--- src/rtl/button_debouncer.sv ---
// Push-button debouncer: accepts a level change only after STABLE_CNT identical
// consecutive samples, then emits a one-cycle edge pulse and counts presses.
module button_debouncer #(
  parameter int unsigned STABLE_CNT = 16
) (
  input  logic       clk,
  input  logic       reset,
  input  logic       sig_in,
  output logic       level,
  output logic       rise_pulse,
  output logic       fall_pulse,
  output logic [7:0] press_count
);

  localparam int unsigned CNT_W = $clog2(STABLE_CNT);
  localparam logic [CNT_W-1:0] CNT_ONE  = CNT_W'(1);
  localparam logic [CNT_W-1:0] CNT_LAST = CNT_W'(STABLE_CNT - 1);

  typedef enum logic [1:0] {
    IDLE_LOW   = 2'd0,
    CHECK_HIGH = 2'd1,
    IDLE_HIGH  = 2'd2,
    CHECK_LOW  = 2'd3
  } state_t;

  state_t           state;
  logic [CNT_W-1:0] cnt;

  // NOTE: every register here is updated with <= so all reads in this block see
  // the pre-edge values; blocking assignments would make the order of statements matter.
  always_ff @(posedge clk or posedge reset) begin
    if (reset) begin
      state       <= IDLE_LOW;
      cnt         <= '0;
      level       <= 1'b0;
      rise_pulse  <= 1'b0;
      fall_pulse  <= 1'b0;
      press_count <= 8'd0;
    end else begin
      // Pulses are single-cycle: cleared unless an acceptance below sets them.
      rise_pulse <= 1'b0;
      fall_pulse <= 1'b0;

      case (state)
        IDLE_LOW: begin
          if (sig_in) begin
            state <= CHECK_HIGH;
            cnt   <= CNT_ONE;
          end else begin
            cnt <= '0;
          end
        end

        CHECK_HIGH: begin
          if (!sig_in) begin
            state <= IDLE_LOW;
            cnt   <= '0;
          end else if (cnt == CNT_LAST) begin
            state       <= IDLE_HIGH;
            cnt         <= '0;
            level       <= 1'b1;
            rise_pulse  <= 1'b1;
            press_count <= press_count + 8'd1;
          end else begin
            cnt <= cnt + 1'b1;
          end
        end

        IDLE_HIGH: begin
          if (!sig_in) begin
            state <= CHECK_LOW;
            cnt   <= CNT_ONE;
          end else begin
            cnt <= '0;
          end
        end

        CHECK_LOW: begin
          if (sig_in) begin
            state <= IDLE_HIGH;
            cnt   <= '0;
          end else if (cnt == CNT_LAST) begin
            state      <= IDLE_LOW;
            cnt        <= '0;
            level      <= 1'b0;
            fall_pulse <= 1'b1;
          end else begin
            cnt <= cnt + 1'b1;
          end
        end

        default: begin
          state <= IDLE_LOW;
          cnt   <= '0;
          level <= 1'b0;
        end
      endcase
    end
  end

endmodule
--- config.mk ---
export PLATFORM = sky130hd
export DESIGN_NAME = button_debouncer
export DESIGN_NICKNAME = d
export VERILOG_FILES = /design/src/rtl/button_debouncer.sv
export SDC_FILE = /design/constraint.sdc
export NUM_CORES = 1
export LEC_CHECK = 0
export CAP_MARGIN = 10
export CORE_MARGIN = 3
export CORE_UTILIZATION = 56
export CTS_BUF_LIST = sky130_fd_sc_hd__clkbuf_2
export DETAILED_ROUTE_END_ITERATION = 7
export PLACE_DENSITY = 0.85
export SLEW_MARGIN = 30
export SYNTH_ARGS = -nofsm -noshare
export SYNTH_HDL_FRONTEND = slang
export SYNTH_SLANG_ARGS = --single-unit
--- constraint.sdc ---
create_clock -name clk -period 4.1 [get_ports clk]
set_input_delay 0.82 -clock clk [delete_from_list [all_inputs] [get_ports clk]]
set_output_delay 0.82 -clock clk [all_outputs]
set_load 0.02 [all_outputs]
==> results of run 1 <==
-- sequential cells by signal, indices dropped and copies added (netlist names), named ones only --
| register | cells |
|---|---|
| rise_pulse | 1 |
| state | 1 |
| fall_pulse | 1 |
| press_count | 8 |
| cnt | 4 |
| level | 1 |
-- synthesized netlist by cell type (all sizes together) --
master / number
xnor2: 4
and4b: 1
a21boi: 1
ha: 2
nand4b: 1
nor4: 1
mux2: 1
nor3: 1
inv: 2
and4: 2
nand3b: 1
a21oi: 2
nand4: 2
and2: 1
o21ai: 1
a21o: 1
dfrtp: 17
nand3: 3
and3: 3
xor2: 5
nor2: 2
nand2: 6
nor3b: 2
-- cell families (layout without fill, tap and decap cells) --
kind of cell | Yosys count | count (layout) | share of synthesized area
simple gates | 26 | 26 | 0.239
flops | 17 | 17 | 0.556
xor+xnor | 9 | 9 | 0.103
compound gates | 5 | 5 | 0.0393
fa+ha+maj | 2 | 2 | 0.0327
buf+inv | 2 | 19 | 0.00982
mux | 1 | 1 | 0.0196
-- how the worst max path moves through the flow --
| stage | from | end | slack (ns) | depth (start not counted) |
|---|---|---|---|---|
| 2_1_floorplan | cnt[0]$_DFF_PP0_ | press_count[1]$_DFFE_PP0P_ | 2.60 | 4 |
| 3_5_place_dp | sig_in | press_count[1]$_DFFE_PP0P_ | 1.94 | 3 |
| 4_1_cts | press_count[2]$_DFFE_PP0P_ | press_count[2] | 1.84 | 1 |
| 3_3_place_gp | sig_in | press_count[1]$_DFFE_PP0P_ | 1.96 | 3 |
| 6_report | press_count[2]$_DFFE_PP0P_ | press_count[2] | 1.84 | 1 |
| 5_1_grt | press_count[2]$_DFFE_PP0P_ | press_count[2] | 1.79 | 1 |
-- per-layer routing --
layer | track usage | part of all wire | vias to the layer above
met1 | 0.252 | 0.46 | 248
met4 | 0.0904 | 0.023 | 0
met5 | 0 | 0 | -
met2 | 0.269 | 0.48 | 14
li1 | - | - | 253
met3 | 0.0254 | 0.038 | 5
-- power by group through the flow --
stage	logic, mW	registers (mW)	clock network [mW]
2_1_floorplan	0.00742	0.177	0
3_3_place_gp	0.0148	0.177	0
3_5_place_dp	0.0152	0.177	0
4_1_cts	0.0152	0.174	0.0762
5_1_grt	0.0168	0.174	0.0827
6_report	0.0148	0.174	0.0753
-- through the flow --
step                hold WS [ns]  total power, mW  setup WS, ns  utilization
CTS                        0.506            0.265          1.84        0.786
finish                     0.501            0.264          1.84        0.786
detailed placement         0.471            0.192          1.94        0.769
floorplan                  0.481            0.185          2.60            -
global placement           0.463            0.192          1.96        0.769
global route               0.534            0.274          1.79        0.786
-- cells in the final DEF (no fill, tap or decap), types with 2 or more instances in the layout --
master | Yosys | final
ha_1 | 2 | 2
a21oi_1 | 2 | 2
nor2_1 | 2 | 2
clkdlybuf4s50_1 | 0 | 13
nand2_1 | 6 | 6
nand3_1 | 3 | 3
and3_1 | 2 | 2
xor2_1 | 5 | 5
inv_1 | 2 | 2
clkbuf_2 | 0 | 3
xnor2_1 | 4 | 4
dfrtp_1 | 17 | 17
-- cell type report --
type                    instances  area share
inverters                       2     0.00805
repair buffers                 13       0.140
clock inverters                 1     0.00537
flip-flops and latches         17       0.456
clock buffers                   3      0.0161
well taps                      14      0.0188
multi-input cells              43       0.356
==> run_results.csv, run 1 <==
group,metric,value,unit
die,design.core.area,1190,um^2
setup_path,cp-end-kind,"output port",
setup_path,cp.arrival,1.44,ns
setup_path,required,3.28,ns
clock_tree,path_clk_slew,0.16,ns
place,portBuffers,13,
pwr,power_frac_seq,0.659,
setup_path,critPathMaxStageDelay,0.66,ns
place,placed_area,912,um^2
grt,grt_overflow_total,0,
pwr,comb_power_share,0.056,
final_layout,num-nets-final,85,
grt,grtUsageTotal,0.180,
setup_path,worstSetupPathType,"register to output port",
setup_path,cp_cell_sequence,"clkdlybuf4s50_1",
logic_synthesis,syn_nets,67,
hold_path,hold_end,"press_count[7]$_DFFE_PP0P_",
final_layout,finalInstanceArea,932,um^2
drt,postRouteAntennaNets,0,
pwr,p_int,199,uW
setup_path,reg2reg_from,"cnt[0]$_DFF_PP0_",
setup_path,cp_num_buf_inv,1,
pwr,p_sw,64.6,uW
setup_path,start_kind,"register",
die,io_pins,14,
final_layout,stdcell_count,93,
final_layout,syn_to_final_growth,21.9,%
grt,grt_pass1_vias,520,
sta,fmax,442,MHz
logic_synthesis,synth_top_cell_area_share,0.556,
hold_path,hold_path.startpoint,"press_count[7]$_DFFE_PP0P_",
sta,slew_headroom,0.569,
setup_path,r2r-end,"press_count[1]$_DFFE_PP0P_",
hold_path,min_path_cells,1,
logic_synthesis,synth_area_leaders,"dfrtp_1, xor2_1, xnor2_1",
final_layout,seq_area,425,um^2
sta,tightest_slew,0.646,ns
clock_tree,cts_resized,0,
die,dieWidth,42.9,um
die,start_util,0.645,
setup_path,r2r_slack,2.43,ns
drt,drt_iter0_drc,10,
drt,finalWirelength,1430,um
sta,setup_violations,0,
sta,fin_setup_tns,0,ns
hold_path,min_path_type,"register to register",
grt,antenna_found_initial,0,
logic_synthesis,synth_area,764,um^2
drt,routedWlPerCell,15.4,um
logic_synthesis,yosys_warnings,0,
clock_tree,worstSkewPairLatency,0.30,ns
final_layout,fill_cells,84,
place,place_congestion,0.771,
clock_tree,cts-buffers-inserted,3,
drt,dr.pass1.iters,4,
die,die_h,42.9,um
drt,route.detailed.drc,0,
run,cap_violations,0,
place,place_inst,89,
setup_path,r2r_cells,4,
clock_tree,cts_max_level,1,
grt,grt_max_degree,18,
sta,skew,0.00234,ns
drt,viasPerCell,5.59,
drt,num_vias,520,
setup_path,cp_slowest_cell,"clkdlybuf4s50_1",
clock_tree,ctsLongestPathBuffers,2,
final_layout,drive_above_1_share,0.127,
setup_path,cp_max_fo,6,
setup_path,critical-path-top-delay-family,"buffers and inverters",
pwr,cellLeakagePower,0.440,nW
sta,final-max-slew-violation-count,0,
sta,hold_viol,0,
pwr,ir_worst_vdd,271,uV
clock_tree,cts_tree,"done",
place,dp_hpwl,1050,um
logic_synthesis,syn_avg_cell_area,12.3,um^2
grt,grt_pass1_wl,2450,um
clock_tree,cts_setup_buffers,0,
final_layout,multi_input_area,332,um^2
logic_synthesis,yosysSeqAreaShare,0.556,
final_layout,diodes,0,
outcome,status,"completed",
logic_synthesis,post_synth_num_cell_types,27,
sta,timing.final.crit_share,0.552,
sta,rsz0062_at_grt,"no",
pwr,p_clk_frac,0.285,
clock_tree,cts_hold_buf,0,
sta,min_period,2.26,ns
pwr,netSwitchingFraction,0.245,
clock_tree,clock_sinks,17,
die,dieArea,1840,um^2
die,rows,12,
logic_synthesis,yosysTopAreaCell,"dfrtp_1",
logic_synthesis,ys_ff_latch,17,
pwr,powerDensity,283,nW/um^2
logic_synthesis,syn_inst,62,
clock_tree,cts-root-buf,"clkbuf_2",
Power figures use the tool's default switching activity.
==> run 2, diff against run 1 <==
CORE_UTILIZATION = 47   (was 56)
PLACE_DENSITY = 0.76   (was 0.85)
clock period = 1.9 ns   (was 4.1 ns; I/O delays follow)
==> run_results.csv, run 2 (synthesis gave the netlist of run 1 again) <==
group,metric,value,unit
sta,rsz0062_at_grt,"no",
clock_tree,cts_tree,"done",
sta,setup_violations,0,
place,dp_slack,0.140,ns
setup_path,cp_max_fo,6,
final_layout,finalInstanceArea,941,um^2
place,place_congestion,0.784,
sta,fin_setup_tns,0,ns
setup_path,cp-end-kind,"output port",
place,dp_hpwl,962,um
clock_tree,cts_setup_buffers,0,
grt,antenna_found_initial,0,
grt,grt_pass1_vias,529,
drt,routedWlPerCell,14.4,um
final_layout,multi_input_area,332,um^2
final_layout,top_regs,"press_count: 8 flops, cnt: 4 flops",
grt,grt_max_degree,18,
drt,postRouteAntennaNets,0,
clock_tree,cts-root-buf,"clkbuf_2",
sta,slew_headroom,0.784,
final_layout,final_cell_mix,"dfrtp_1, clkdlybuf4s50_1, nand2_1",
grt,grt_pass1_wl,2330,um
die,io_pins,14,
setup_path,cp_cell_sequence,"clkdlybuf4s50_1",
place,placed_area,921,um^2
drt,route.detailed.drc,0,
clock_tree,cts_max_level,1,
pwr,p_int,439,uW
setup_path,required,1.52,ns
place,portBuffers,13,
pwr,powerDensity,605,nW/um^2
drt,dr.pass1.iters,3,
run,cap_violations,0,
grt,grtUsageTotal,0.165,
final_layout,syn_to_final_growth,23.1,%
pwr,p_sw,130,uW
setup_path,start_kind,"register",
die,start_util,0.540,
final_layout,largest_register_ffs,8,
sta,final-max-slew-violation-count,0,
sta,setup_ws,0.137,ns
drt,finalWirelength,1370,um
pwr,comb_power_share,0.059,
clock_tree,ctsLongestPathBuffers,2,
final_layout,fill_cells,116,
pwr,p_clk_frac,0.282,
sta,min_period,1.76,ns
final_layout,mostFrequentLayoutCell,"dfrtp_1",
setup_path,worstSetupPathType,"register to output port",
final_layout,drive_above_1_share,0.138,
pwr,ir_worst_vdd,541,uV
die,dieArea,2150,um^2
drt,viasPerCell,5.40,
clock_tree,cts-buffers-inserted,3,
setup_path,critPathMaxStageDelay,0.64,ns
setup_path,cp_num_buf_inv,1,
sta,fmax,567,MHz
final_layout,seq_area,425,um^2
setup_path,cp.arrival,1.38,ns
setup_path,critical-path-top-delay-family,"buffers and inverters",
clock_tree,cts_resized,0,
final_layout,diodes,0,
pwr,netSwitchingFraction,0.228,
sta,hold_viol,0,
grt,grt_overflow_total,0,
pwr,power_frac_seq,0.659,
sta,timing.final.crit_share,0.928,
drt,drt_iter0_drc,9,
setup_path,startpoint,"press_count[2]$_DFFE_PP0P_",
setup_path,cp_slowest_cell,"clkdlybuf4s50_1",
pwr,cellLeakagePower,0.445,nW
die,rows,13,
clock_tree,path_clk_slew,0.15,ns
setup_path,reg2reg_from,"cnt[0]$_DFF_PP0_",
die,design.core.area,1420,um^2
pwr,total_power,569,uW
outcome,status,"completed",
clock_tree,worstSkewPairLatency,0.30,ns
drt,num_vias,513,
hold_path,min_path_type,"primary input to async pin",
sta,tightest_slew,0.320,ns
sta,skew,0.0115,ns
clock_tree,clock_sinks,17,
clock_tree,cts_hold_buf,0,
final_layout,largest_register,"press_count",
die,die_h,46.3,um
final_layout,num-nets-final,86,
die,dieWidth,46.3,um
run 2: changes by cell type in the layout (fill, tap and decap cells not counted), sizes merged:
cell,previous run,this run
buf,0,1
clkbuf,3,4
clkinv,1,0
run 2: area by class of cell:
type                    count  share of cell area
inverters                   2             0.00798
repair buffers             14               0.146
well taps                  15              0.0199
multi-input cells          43               0.352
flip-flops and latches     17               0.452
clock buffers               4              0.0213
run 2: path summary, 6_finish.rpt:
kind / endpoint / slack, ns / cells after the start
setup / recovery: press_count[2] / 0.14 / 1
hold / removal: press_count[5]$_DFFE_PP0P_ / 0.36 / 3
setup reg to reg: press_count[1]$_DFFE_PP0P_ / 0.20 / 4
hold reg to reg: press_count[7]$_DFFE_PP0P_ / 0.49 / 1
max in group asynchronous: press_count[2]$_DFFE_PP0P_ / 1.34 / 3
min in group clk: press_count[7]$_DFFE_PP0P_ / 0.49 / 1
run 2: metrics by stage:
stage          cells  utilization  hold WS, ns
3_3_place_gp      91        0.651        0.459
2_1_floorplan     62            -        0.306
6_report          95        0.665        0.363
4_1_cts           95        0.665        0.361
5_1_grt           95        0.665        0.361
3_5_place_dp      91        0.651        0.472
run 2: power groups by stage:
stage	Combinational, mW	Sequential (mW)	Clock [mW]
finish	0.0338	0.375	0.161
global route	0.0386	0.376	0.188
CTS	0.0347	0.375	0.169
detailed placement	0.0341	0.382	0
global placement	0.0337	0.381	0
floorplan	0.0160	0.383	0
run 2: routing by layer:
metal  vias up  global-route usage  part of all wire
met5         -                   0                 0
met4         0               0.102             0.026
met3         5              0.0703             0.047
met2        10               0.266              0.47
met1       246               0.176              0.46
li1        252                   -                 -
==> run 3, diff against run 2 <==
CORE_UTILIZATION = 52   (was 47)
PLACE_DENSITY = 0.79   (was 0.76)
clock period = 2 ns   (was 1.9 ns; I/O delays follow)
==> run_results.csv, run 3 (synthesis gave the netlist of run 1 again) <==
group,metric,value,unit
final_layout,mostFrequentLayoutCell,"dfrtp_1",
final_layout,largest_register,"press_count",
pwr,ir_worst_vdd,521,uV
clock_tree,cts_setup_buffers,0,
setup_path,cp_cell_sequence,"clkdlybuf4s50_1",
sta,skew,0.00510,ns
outcome,status,"completed",
grt,grt_max_degree,18,
clock_tree,cts-root-buf,"clkbuf_2",
final_layout,top_regs,"press_count: 8 flops, cnt: 4 flops",
sta,fmax,555,MHz
sta,setup_ws,0.198,ns
place,dp_hpwl,914,um
setup_path,cp_max_fo,6,
setup_path,cp_num_buf_inv,1,
drt,viasPerCell,5.46,
pwr,total_power,544,uW
pwr,powerDensity,583,nW/um^2
clock_tree,cts_tree,"done",
pwr,cellLeakagePower,0.440,nW
place,portBuffers,13,
drt,finalWirelength,1230,um
drt,route.detailed.drc,0,
setup_path,critPathMaxStageDelay,0.64,ns
grt,antenna_found_initial,0,
sta,min_period,1.80,ns
clock_tree,cts_resized,0,
clock_tree,cts_hold_buf,0,
final_layout,syn_to_final_growth,22.1,%
final_layout,postLayoutCoreUtil,0.700,
setup_path,start_kind,"register",
final_layout,diodes,0,
drt,postRouteAntennaNets,0,
final_layout,final_cell_mix,"dfrtp_1, clkdlybuf4s50_1, nand2_1",
setup_path,required,1.60,ns
place,place_congestion,0.759,
drt,drt_iter0_drc,6,
die,die_h,44.3,um
die,dieWidth,44.3,um
die,dieArea,1970,um^2
drt,routedWlPerCell,13.0,um
sta,timing.final.crit_share,0.901,
clock_tree,cts-buffers-inserted,3,
place,place_inst,90,
drt,dr.pass1.iters,3,
setup_path,critical-path-top-delay-family,"buffers and inverters",
die,start_util,0.573,
grt,grt_pass1_vias,512,
drt,num_vias,513,
grt,grt_overflow_total,0,
sta,hold_viol,0,
die,design.core.area,1330,um^2
sta,slew_headroom,0.594,
die,io_pins,14,
place,dp_slack,0.268,ns
grt,grtUsageTotal,0.162,
sta,tightest_slew,0.609,ns
grt,grt_pass1_wl,2220,um
clock_tree,clock_sinks,17,
sta,rsz0062_at_grt,"no",
die,rows,13,
final_layout,num-nets-final,85,
sta,final-max-slew-violation-count,0,
final_layout,stdcell_count,94,
hold_path,min_path_type,"primary input to async pin",
setup_path,worstSetupPathType,"register to output port",
clock_tree,path_clk_slew,0.16,ns
sta,fin_setup_tns,0,ns
clock_tree,cts_max_level,1,
setup_path,cp.arrival,1.40,ns
setup_path,cp-end-kind,"output port",
setup_path,cp_slowest_cell,"clkdlybuf4s50_1",
clock_tree,ctsLongestPathBuffers,2,
final_layout,drive_above_1_share,0.127,
run,cap_violations,0,
clock_tree,worstSkewPairLatency,0.30,ns
final_layout,largest_register_ffs,8,
sta,setup_violations,0,
[run 3: cell type report]
| type | instances | area (um^2) |
|---|---|---|
| clock buffer | 4 | 20.0 |
| fill | 134 | 400 |
| inverter | 2 | 7.51 |
| multi-input combinational | 43 | 332 |
| sequential | 17 | 425 |
| tap | 15 | 18.8 |
| timing repair buffer | 13 | 130 |
[run 3: power by group]
part,internal (mW),switching [mW]
combinational,0.0133,0.0163
sequential,0.350,0.00648
clock,0.0530,0.106
[run 3: per-layer routing]
layer  share of wire  vias up  GRT usage
met5               0        -          0
met4           0.036        0      0.145
met3           0.050        5     0.0285
met2            0.46       11      0.247
met1            0.45      245      0.195
li1                -      252          -
[run 3: metrics by stage]
stage | area (um^2) | hold WS, ns
floorplan | 764 | 0.326
global placement | 913 | 0.460
detailed placement | 913 | 0.469
CTS | 933 | 0.476
global route | 933 | 0.493
finish | 933 | 0.456
[run 3: path summary, 6_finish.rpt]
kind | startpoint | to | slack [ns] | cells past startpoint
hold reg to reg | press_count[7]$_DFFE_PP0P_ | press_count[7]$_DFFE_PP0P_ | 0.48 | 1
hold / removal | reset | press_count[7]$_DFFE_PP0P_ | 0.46 | 2
max in group asynchronous | reset | cnt[1]$_DFF_PP0_ | 1.15 | 2
setup reg to reg | cnt[0]$_DFF_PP0_ | press_count[1]$_DFFE_PP0P_ | 0.36 | 4
setup / recovery | press_count[2]$_DFFE_PP0P_ | press_count[2] | 0.20 | 1
min in group clk | press_count[7]$_DFFE_PP0P_ | press_count[7]$_DFFE_PP0P_ | 0.48 | 1
